[config.mk]
export PLATFORM = sky130hd
export DESIGN_NAME = uart_tx_fifo
export DESIGN_NICKNAME = d
export VERILOG_FILES = /design/src/rtl/uart_tx_fifo.sv
export SDC_FILE = /design/constraint.sdc
export NUM_CORES = 1
export LEC_CHECK = 0
export BUFFER_PORTS_ARGS = -buffer_cell sky130_fd_sc_hd__buf_4
export CAP_MARGIN = 15
export CORE_UTILIZATION = 33
export CTS_CLUSTER_DIAMETER = 50
export DETAILED_ROUTE_END_ITERATION = 8
export SLEW_MARGIN = 10
export SYNTH_ARGS = -nofsm -noshare
export SYNTH_HDL_FRONTEND = slang
export SYNTH_SLANG_ARGS = --single-unit
[constraint.sdc]
create_clock -name clk -period 4 [get_ports clk]
set_input_delay 0.2 -clock clk [delete_from_list [all_inputs] [get_ports clk]]
set_output_delay 0.2 -clock clk [all_outputs]
set_load 0.005 [all_outputs]
[src/rtl/uart_tx_fifo.sv]
// UART transmitter fed by a small FIFO; optional parity bit via UART_PARITY_EN.
// Latency: first START bit on the edge after the pop; wr_ready drops only when the registered level is full.
module uart_tx_fifo #(
    parameter int DATA_W    = 8,
    parameter int DEPTH     = 4,
    parameter int MSB_FIRST = 1
) (
    input  logic                     clk,
    input  logic                     rstn,
    input  logic                     enable,
    input  logic [31:0]              div,
    input  logic                     stop2,
    input  logic                     wr_valid,
    output logic                     wr_ready,
    input  logic [DATA_W-1:0]        wr_data,
    output logic                     tx,
    output logic                     busy,
    output logic                     done,
`ifdef UART_PARITY_EN
    input  logic                     parity_odd,
`endif
    output logic [$clog2(DEPTH):0]   level
);

    localparam int          AW       = $clog2(DEPTH);
    localparam logic [AW:0] FULL     = (AW+1)'(DEPTH);
    localparam logic [3:0]  LAST_BIT = 4'(DATA_W-1);

    typedef enum logic [2:0] {
        S_IDLE,
        S_START,
        S_DATA,
        S_STOP
`ifdef UART_PARITY_EN
        , S_PARITY
`endif
    } state_t;

    logic [DATA_W-1:0] r_mem [DEPTH];
    logic [AW-1:0]     r_wptr;
    logic [AW-1:0]     r_rptr;
    logic [AW:0]       r_level;

    state_t            r_state;
    logic [31:0]       r_cnt;
    logic [31:0]       r_div;
    logic              r_stop2;
    logic              r_stop_idx;
    logic [DATA_W-1:0] r_shift;
    logic [3:0]        r_bitcnt;
    logic              r_tx;
`ifdef UART_PARITY_EN
    logic              r_par;
`endif

    logic              w_push;
    logic              w_pop;
    logic              w_bit_end;
    logic              w_frame_end;
    logic [DATA_W-1:0] w_rd_data;
    logic              w_next_bit;
    logic [DATA_W-1:0] w_shifted;

    assign w_push      = wr_valid && wr_ready;
    assign w_bit_end   = (r_cnt == 32'd0);
    assign w_frame_end = (r_state == S_STOP) && w_bit_end && (!r_stop2 || r_stop_idx);
    // A pop happens either from IDLE or exactly at the end of a frame, so frames chain without an idle bit.
    assign w_pop       = enable && (r_level != '0) && ((r_state == S_IDLE) || w_frame_end);
    assign w_rd_data   = r_mem[r_rptr];
    assign w_next_bit  = (MSB_FIRST != 0) ? r_shift[DATA_W-1] : r_shift[0];
    assign w_shifted   = (MSB_FIRST != 0) ? {r_shift[DATA_W-2:0], 1'b0}
                                          : {1'b0, r_shift[DATA_W-1:1]};

    assign wr_ready = (r_level != FULL);
    assign level    = r_level;
    assign tx       = r_tx;
    assign busy     = (r_state != S_IDLE);
    // Gated by enable so a frozen last stop cycle cannot stretch the pulse.
    assign done     = enable && w_frame_end;

    always_ff @(posedge clk) begin
        if (w_push) begin
            r_mem[r_wptr] <= wr_data;
        end
    end

    always_ff @(posedge clk or negedge rstn) begin
        if (!rstn) begin
            r_wptr  <= '0;
            r_rptr  <= '0;
            r_level <= '0;
        end else begin
            if (w_push) begin
                r_wptr <= r_wptr + AW'(1);
            end
            if (w_pop) begin
                r_rptr <= r_rptr + AW'(1);
            end
            case ({w_push, w_pop})
                2'b10:   r_level <= r_level + (AW+1)'(1);
                2'b01:   r_level <= r_level - (AW+1)'(1);
                default: r_level <= r_level;
            endcase
        end
    end

    always_ff @(posedge clk or negedge rstn) begin
        if (!rstn) begin
            r_state    <= S_IDLE;
            r_cnt      <= '0;
            r_div      <= '0;
            r_stop2    <= 1'b0;
            r_stop_idx <= 1'b0;
            r_shift    <= '0;
            r_bitcnt   <= '0;
            r_tx       <= 1'b1;
`ifdef UART_PARITY_EN
            r_par      <= 1'b0;
`endif
        end else if (enable) begin
            if (w_pop) begin
                r_state    <= S_START;
                r_shift    <= w_rd_data;
                r_div      <= div;
                r_cnt      <= div;
                r_stop2    <= stop2;
                r_stop_idx <= 1'b0;
                r_bitcnt   <= '0;
                r_tx       <= 1'b0;
`ifdef UART_PARITY_EN
                r_par      <= (^w_rd_data) ^ parity_odd;
`endif
            end else begin
                case (r_state)
                    S_IDLE: begin
                        r_tx <= 1'b1;
                    end
                    S_START: begin
                        if (w_bit_end) begin
                            r_state <= S_DATA;
                            r_tx    <= w_next_bit;
                            r_shift <= w_shifted;
                            r_cnt   <= r_div;
                        end else begin
                            r_cnt <= r_cnt - 32'd1;
                        end
                    end
                    S_DATA: begin
                        if (w_bit_end) begin
                            r_cnt <= r_div;
                            if (r_bitcnt == LAST_BIT) begin
`ifdef UART_PARITY_EN
                                r_state <= S_PARITY;
                                r_tx    <= r_par;
`else
                                r_state <= S_STOP;
                                r_tx    <= 1'b1;
`endif
                            end else begin
                                r_bitcnt <= r_bitcnt + 4'd1;
                                r_tx     <= w_next_bit;
                                r_shift  <= w_shifted;
                            end
                        end else begin
                            r_cnt <= r_cnt - 32'd1;
                        end
                    end
`ifdef UART_PARITY_EN
                    S_PARITY: begin
                        if (w_bit_end) begin
                            r_state <= S_STOP;
                            r_tx    <= 1'b1;
                            r_cnt   <= r_div;
                        end else begin
                            r_cnt <= r_cnt - 32'd1;
                        end
                    end
`endif
                    S_STOP: begin
                        if (w_bit_end) begin
                            if (r_stop2 && !r_stop_idx) begin
                                r_stop_idx <= 1'b1;
                                r_cnt      <= r_div;
                            end else begin
                                r_state <= S_IDLE;
                                r_tx    <= 1'b1;
                            end
                        end else begin
                            r_cnt <= r_cnt - 32'd1;
                        end
                    end
                    default: begin
                        r_state <= S_IDLE;
                        r_tx    <= 1'b1;
                    end
                endcase
            end
        end
    end

endmodule

# After elaboration in Yosys (flattened, before gate mapping)
# Memories as Yosys holds them, arrays and structs flattened.
# Cells that the tools add are included.
# W data, S select, Z words.
# op_classes
addsub	6
n_eq_ne	16
muxes	35
n_reduce_logical	30
# ops
op	n
$mux W32	4
$pmux W32 S2	1
$logic_not A32 Y1	1
$mux W8	4
$sub A32 B1 Y32 const B	1
$ne A3 B3 Y1 const B	7
$mux W3	6
$mux W4	4
$pmux W8 S2	1
$mux W1	12
$pmux W3 S4	1
$reduce_bool A3 Y1	4
$reduce_and A5 Y1	2
$reduce_bool A2 Y1	5
$reduce_and A4 Y1	2
$logic_and A1 B1 Y1	7
$reduce_and A7 Y1	1
$eq A3 B2 Y1 const B	2
$pmux W3 S2	1
$add A2 B1 Y2 const B	2
$add A4 B1 Y4 const B	1
$eq A4 B3 Y1 const B	1
$ne A2 B2 Y1 const B	2
$ne A4 B3 Y1 const B	1
12 further kinds	14
# word_totals
register_bits	89
ramBits	32
in_bits	45
out_inout_bits	7
elab_cells	99
n_memories	1
# mem_list
memory	depth	width	rd	rd_ports_with_merged_regs	write_ports	line	source
r_mem	4	8	1	0	1	39	logic [DATA_W-1:0] r_mem [DEPTH];

# Logic depth before layout (Yosys ltp)
# logic_depth
ltp_word	7
depth_mapped	16
mapped_depth_nobuf	13

# Worst setup path after synthesis
# No wires, ideal clock.
# synth_path
path_kind	register to register
start	register r_cnt[0]
end	register r_level[2], in the netlist level[2]
t_arrival_ns	3.055
setup_slack_ns	0.866
path_stages_with_launch	17
n_path_buf	3
synth_period_minus_slack_ns	3.134
path_cell_list	dfrtp_1 > inv_1 > ha_1 > nor4b_4 > nand3_2 > nor3_4 > a31oi_2 > inv_2 > buf_6 > buf_6 > buf_4 > ha_1 > inv_1 > fa_1 > xor2_1 > nor2_1 > xor2_1
# synth_via
elab_chain_len	7
word_cells_on_any_way	9
classes_between	2 x eq/ne; 1 x mux; 6 x reduce/logical
# synth_rtl
item	line	source
start, declared	45	logic [31:0] r_cnt;
start signal, assigned	125	r_cnt <= div;
start signal, assigned	143	r_cnt <= r_div;
start signal, assigned	145	r_cnt <= r_cnt - 32'd1;
$logic_not A32 Y1 *	65	assign w_bit_end = (r_cnt == 32'd0);
$logic_and A1 B1 Y1 * (2 in series)	66	assign w_frame_end = (r_state == S_STOP) && w_bit_end && (!r_stop2 || r_stop_idx);
$logic_or A1 B1 Y1 *	68	assign w_pop = enable && (r_level != '0) && ((r_state == S_IDLE) || w_frame_end);
$logic_and A1 B1 Y1 *	68	
via w_pop	57	logic w_pop;
$eq A2 B1 Y1 or $eq A2 B2 Y1 (tied branches)	99	case ({w_push, w_pop})
$pmux W3 S2 or $reduce_bool A2 Y1 (tied branches)	-	
end signal, assigned	100	2'b10: r_level <= r_level + (AW+1)'(1);
end signal, assigned	101	2'b01: r_level <= r_level - (AW+1)'(1);
end signal, assigned	102	default: r_level <= r_level;
end, declared	42	logic [AW:0] r_level;
# The timed path passes the listed nets; every way through them passes the cells marked *.
# A chain may end at the register's enable or synchronous reset.

# Final worst setup path
# layout_path
start	register r_cnt[0]
end	output port done
# layout_via
elab_chain_len	4
# layout_rtl
item	line	source
$logic_not A32 Y1	65	
$logic_and A1 B1 Y1 (2 in series)	66	
$logic_and A1 B1 Y1	79	assign done = enable && w_frame_end;
end, declared	18	output logic done,
# Every way passes these cells.

==> metrics <==
ANT cells 0; Tightest Hold Check Type in2reg; CP max stage delay approximately 430 ps; antenna violations before repair 0; R2R Path Start r_cnt[0]; Antenna Nets Post-Route 0; cell depth of the worst flop-to-flop path 10; Clk Latency, worst-skew pair around 430 ps; Hold Crit Endpoint r_div[30]; Yosys top cell by area dfrtp_1; CP required between 3000 and 4000 ps; effective utilization at floorplan 0.340; vias after detailed routing a little under 5000; Hold Path Depth 3; period utilization 0.799; Clock Tree Buf Depth 2; crit end category output port; Worst Path Buf+Inv 3; CP Launch Type register; Yosys reg bits 120; Remaining Overflow, GRT 0; most common cell after layout, fill and taps aside nand2_1; final hold vios 0; IO Pins 52; CTS tree yes; Reg2Reg Setup Slack between 800 and 900 ps; commonest cells after routing, fill and taps aside nand2_1 (134), dfrtp_1 (87), buf_4 (61); Area Overhead vs Synth 24.3%; largest net degree at the start of global routing between 50 and 60; Area contributors post-synth dfrtp_1 (35%), edfxtp_1 (16%), nand2_1 (8.1%); gpl congestion around 0.85; CP max-delay cell dfrtp_1; setup_tns 0 ps; first drt pass iteration count 7; hold path start div[30]; Mean Syn Cell Area roughly 10 um^2; synthesized area 6180 um^2; Ys Warns 0; CP Class reg2out; Pleak 3.26 nW; postcts setup bufs 0; global-route wire length before repair ~26 mm; CP delay by family, top simple AND/OR/NAND/NOR gates; drt first-iter violations between 300 and 400; GRT Total Usage 0.171; Worst Path Max Fanout 36; sequential share of the synthesized area 0.512; H-tree Lvls 4; DR vias/cell approximately 5.3; Worst path most repeated cell buf_4; Mapped Cells about 620; cells along the critical path inv_1 -> ha_1 -> nor4b_4 -> nand3_2 -> nor3_4 -> buf_4 -> and3_1 -> buf_4; DP HPWL ~10 mm; Port Buf Inserts slightly above 50; ys async rst share 0.733; Arr. time, crit path around 3000 ps; CTS Sinks between 100 and 150; DRC Markers 9; Final Util 0.423; Core ar. 18100 um^2; Synth top area share 0.352; unrepaired setup endpoints after global routing no; final critical-path required period roughly 3200 ps; Reg clk slew, reported paths ~60 ps; Inst Count DP 871; FF-to-FF End r_shift[4]; FP Rows 49; maxcap violations 0; die width 139 um; Non-Filler Instances about 940; die area about 19000 um^2; status complete, but fails checks; CTS root buf clkbuf_16; Routed WL per cell between 15 and 20 um; Least-Margin Pin Slew ~830 ps; final WL approximately 15 mm; Yosys cell types 66; Rel. slew slack 0.445; Fin Clk Skew 9.08 ps; EDFF count, synth 32; quantity of hold-fixing buffers added after cts 32; Tot Pwr ~0.0056 W; maximum clock frequency ~310 MHz; cts bufs inserted 17; fin nets 750; Synth Flop Type dfrtp_1; Die Span Y 139 um; Net Count, Synth 674; post_cts resized 0; share of cells above drive strength 1 0.183; WHS approximately 6.1 ps; vias in the first global route between 5000 and 6000; failing checks DRC; PD cells ~730 nW/um^2; Setup-failing EPs final 0; VDD IR-drop max between 0.0003 and 0.0004 V; Max Slew Vio Count 0
## registers in the layout (all words and copies together), names as in the netlist
| signal | count |
|---|---|
| r_bitcnt | 4 |
| r_state | 2 |
| r_shift | 8 |
| r_stop_idx | 1 |
| r_rptr | 2 |
| r_mem | 32 |
| tx | 1 |
| r_stop2 | 1 |
| r_cnt | 32 |
| r_wptr | 2 |
| level | 3 |
| r_div | 32 |
## cells by family (layout without fill, tap and decap cells)
family                     after synthesis  in the layout  synth area share
AOI/OAI and AO/OA                      128            128             0.133
xor gates and xnor gates                21             21            0.0298
adders and majority gates               12             12            0.0255
buffers and inverters                   54            143            0.0397
DFF                                    120            120             0.512
muxes                                   24             24            0.0579
and+or+nand+nor                        258            258             0.202
## worst reg2reg max path, delay by kind of cell, from the launching register on
family          cells  cell delay (ps)
compound gates      1              120
fa+ha+maj           1              250
buf+inv             3              530
flops               1              430
mux                 2              660
simple gates        3             1020
## where the power goes
| group | total, W | switching, W | leakage [nW] | internal [W] |
|---|---|---|---|---|
| sequential | 0.00221 | 0.000461 | 1.36 | 0.00174 |
| combinational | 0.00185 | 0.00102 | 1.61 | 0.000831 |
| clock | 0.00156 | 0.000670 | 0.293 | 0.000895 |
## how the worst max path moves through the flow
stage | start | endpoint | slack [ps] | cells past startpoint
global route | r_cnt[25] | done | 640 | 6
global placement | r_cnt[0] | level[2] | 1030 | 13
finish | r_cnt[0] | done | 800 | 8
CTS | r_cnt[0] | done | 830 | 8
floorplan | r_cnt[0] | level[2] | 870 | 16
detailed placement | r_cnt[0] | level[2] | 940 | 13
## through the flow
| stage | instance area (um^2) | setup WS, ps |
|---|---|---|
| 6_report | 7680 | 804 |
| 5_1_grt | 7680 | 635 |
| 4_1_cts | 7680 | 829 |
| 3_5_place_dp | 6760 | 939 |
| 3_3_place_gp | 6760 | 1030 |
| 2_1_floorplan | 6180 | 866 |
## synthesized netlist by cell type, drive strengths merged (11+ instances only)
master and instances:
clkbuf 18, ha 11, edfxtp 32, nand2 134, buf 18, o21ai 41
nand3 17, mux2 14, xnor2 12, a31oi 14, dfrtp 87, and3 16
inv 18, a21oi 24, nor2 39
## final cells by class
class | instances | area [um^2]
well taps | 229 | 287
inverters | 18 | 67.6
repair buffers | 93 | 778
clock inverters | 15 | 169
clock buffers | 17 | 425
flip-flops and latches | 120 | 3160
multi-input cells | 443 | 2790
fillers | 1699 | 10500
## layer usage
layer | GRT usage | vias up | wire length, um
li1 | - | 2358 | -
met1 | 0.218 | 2448 | 7010
met2 | 0.278 | 152 | 7360
met3 | 0.0518 | 14 | 899
met4 | 0.0550 | 0 | 194
met5 | 0 | - | 0
Power figures use the tool's default switching activity.
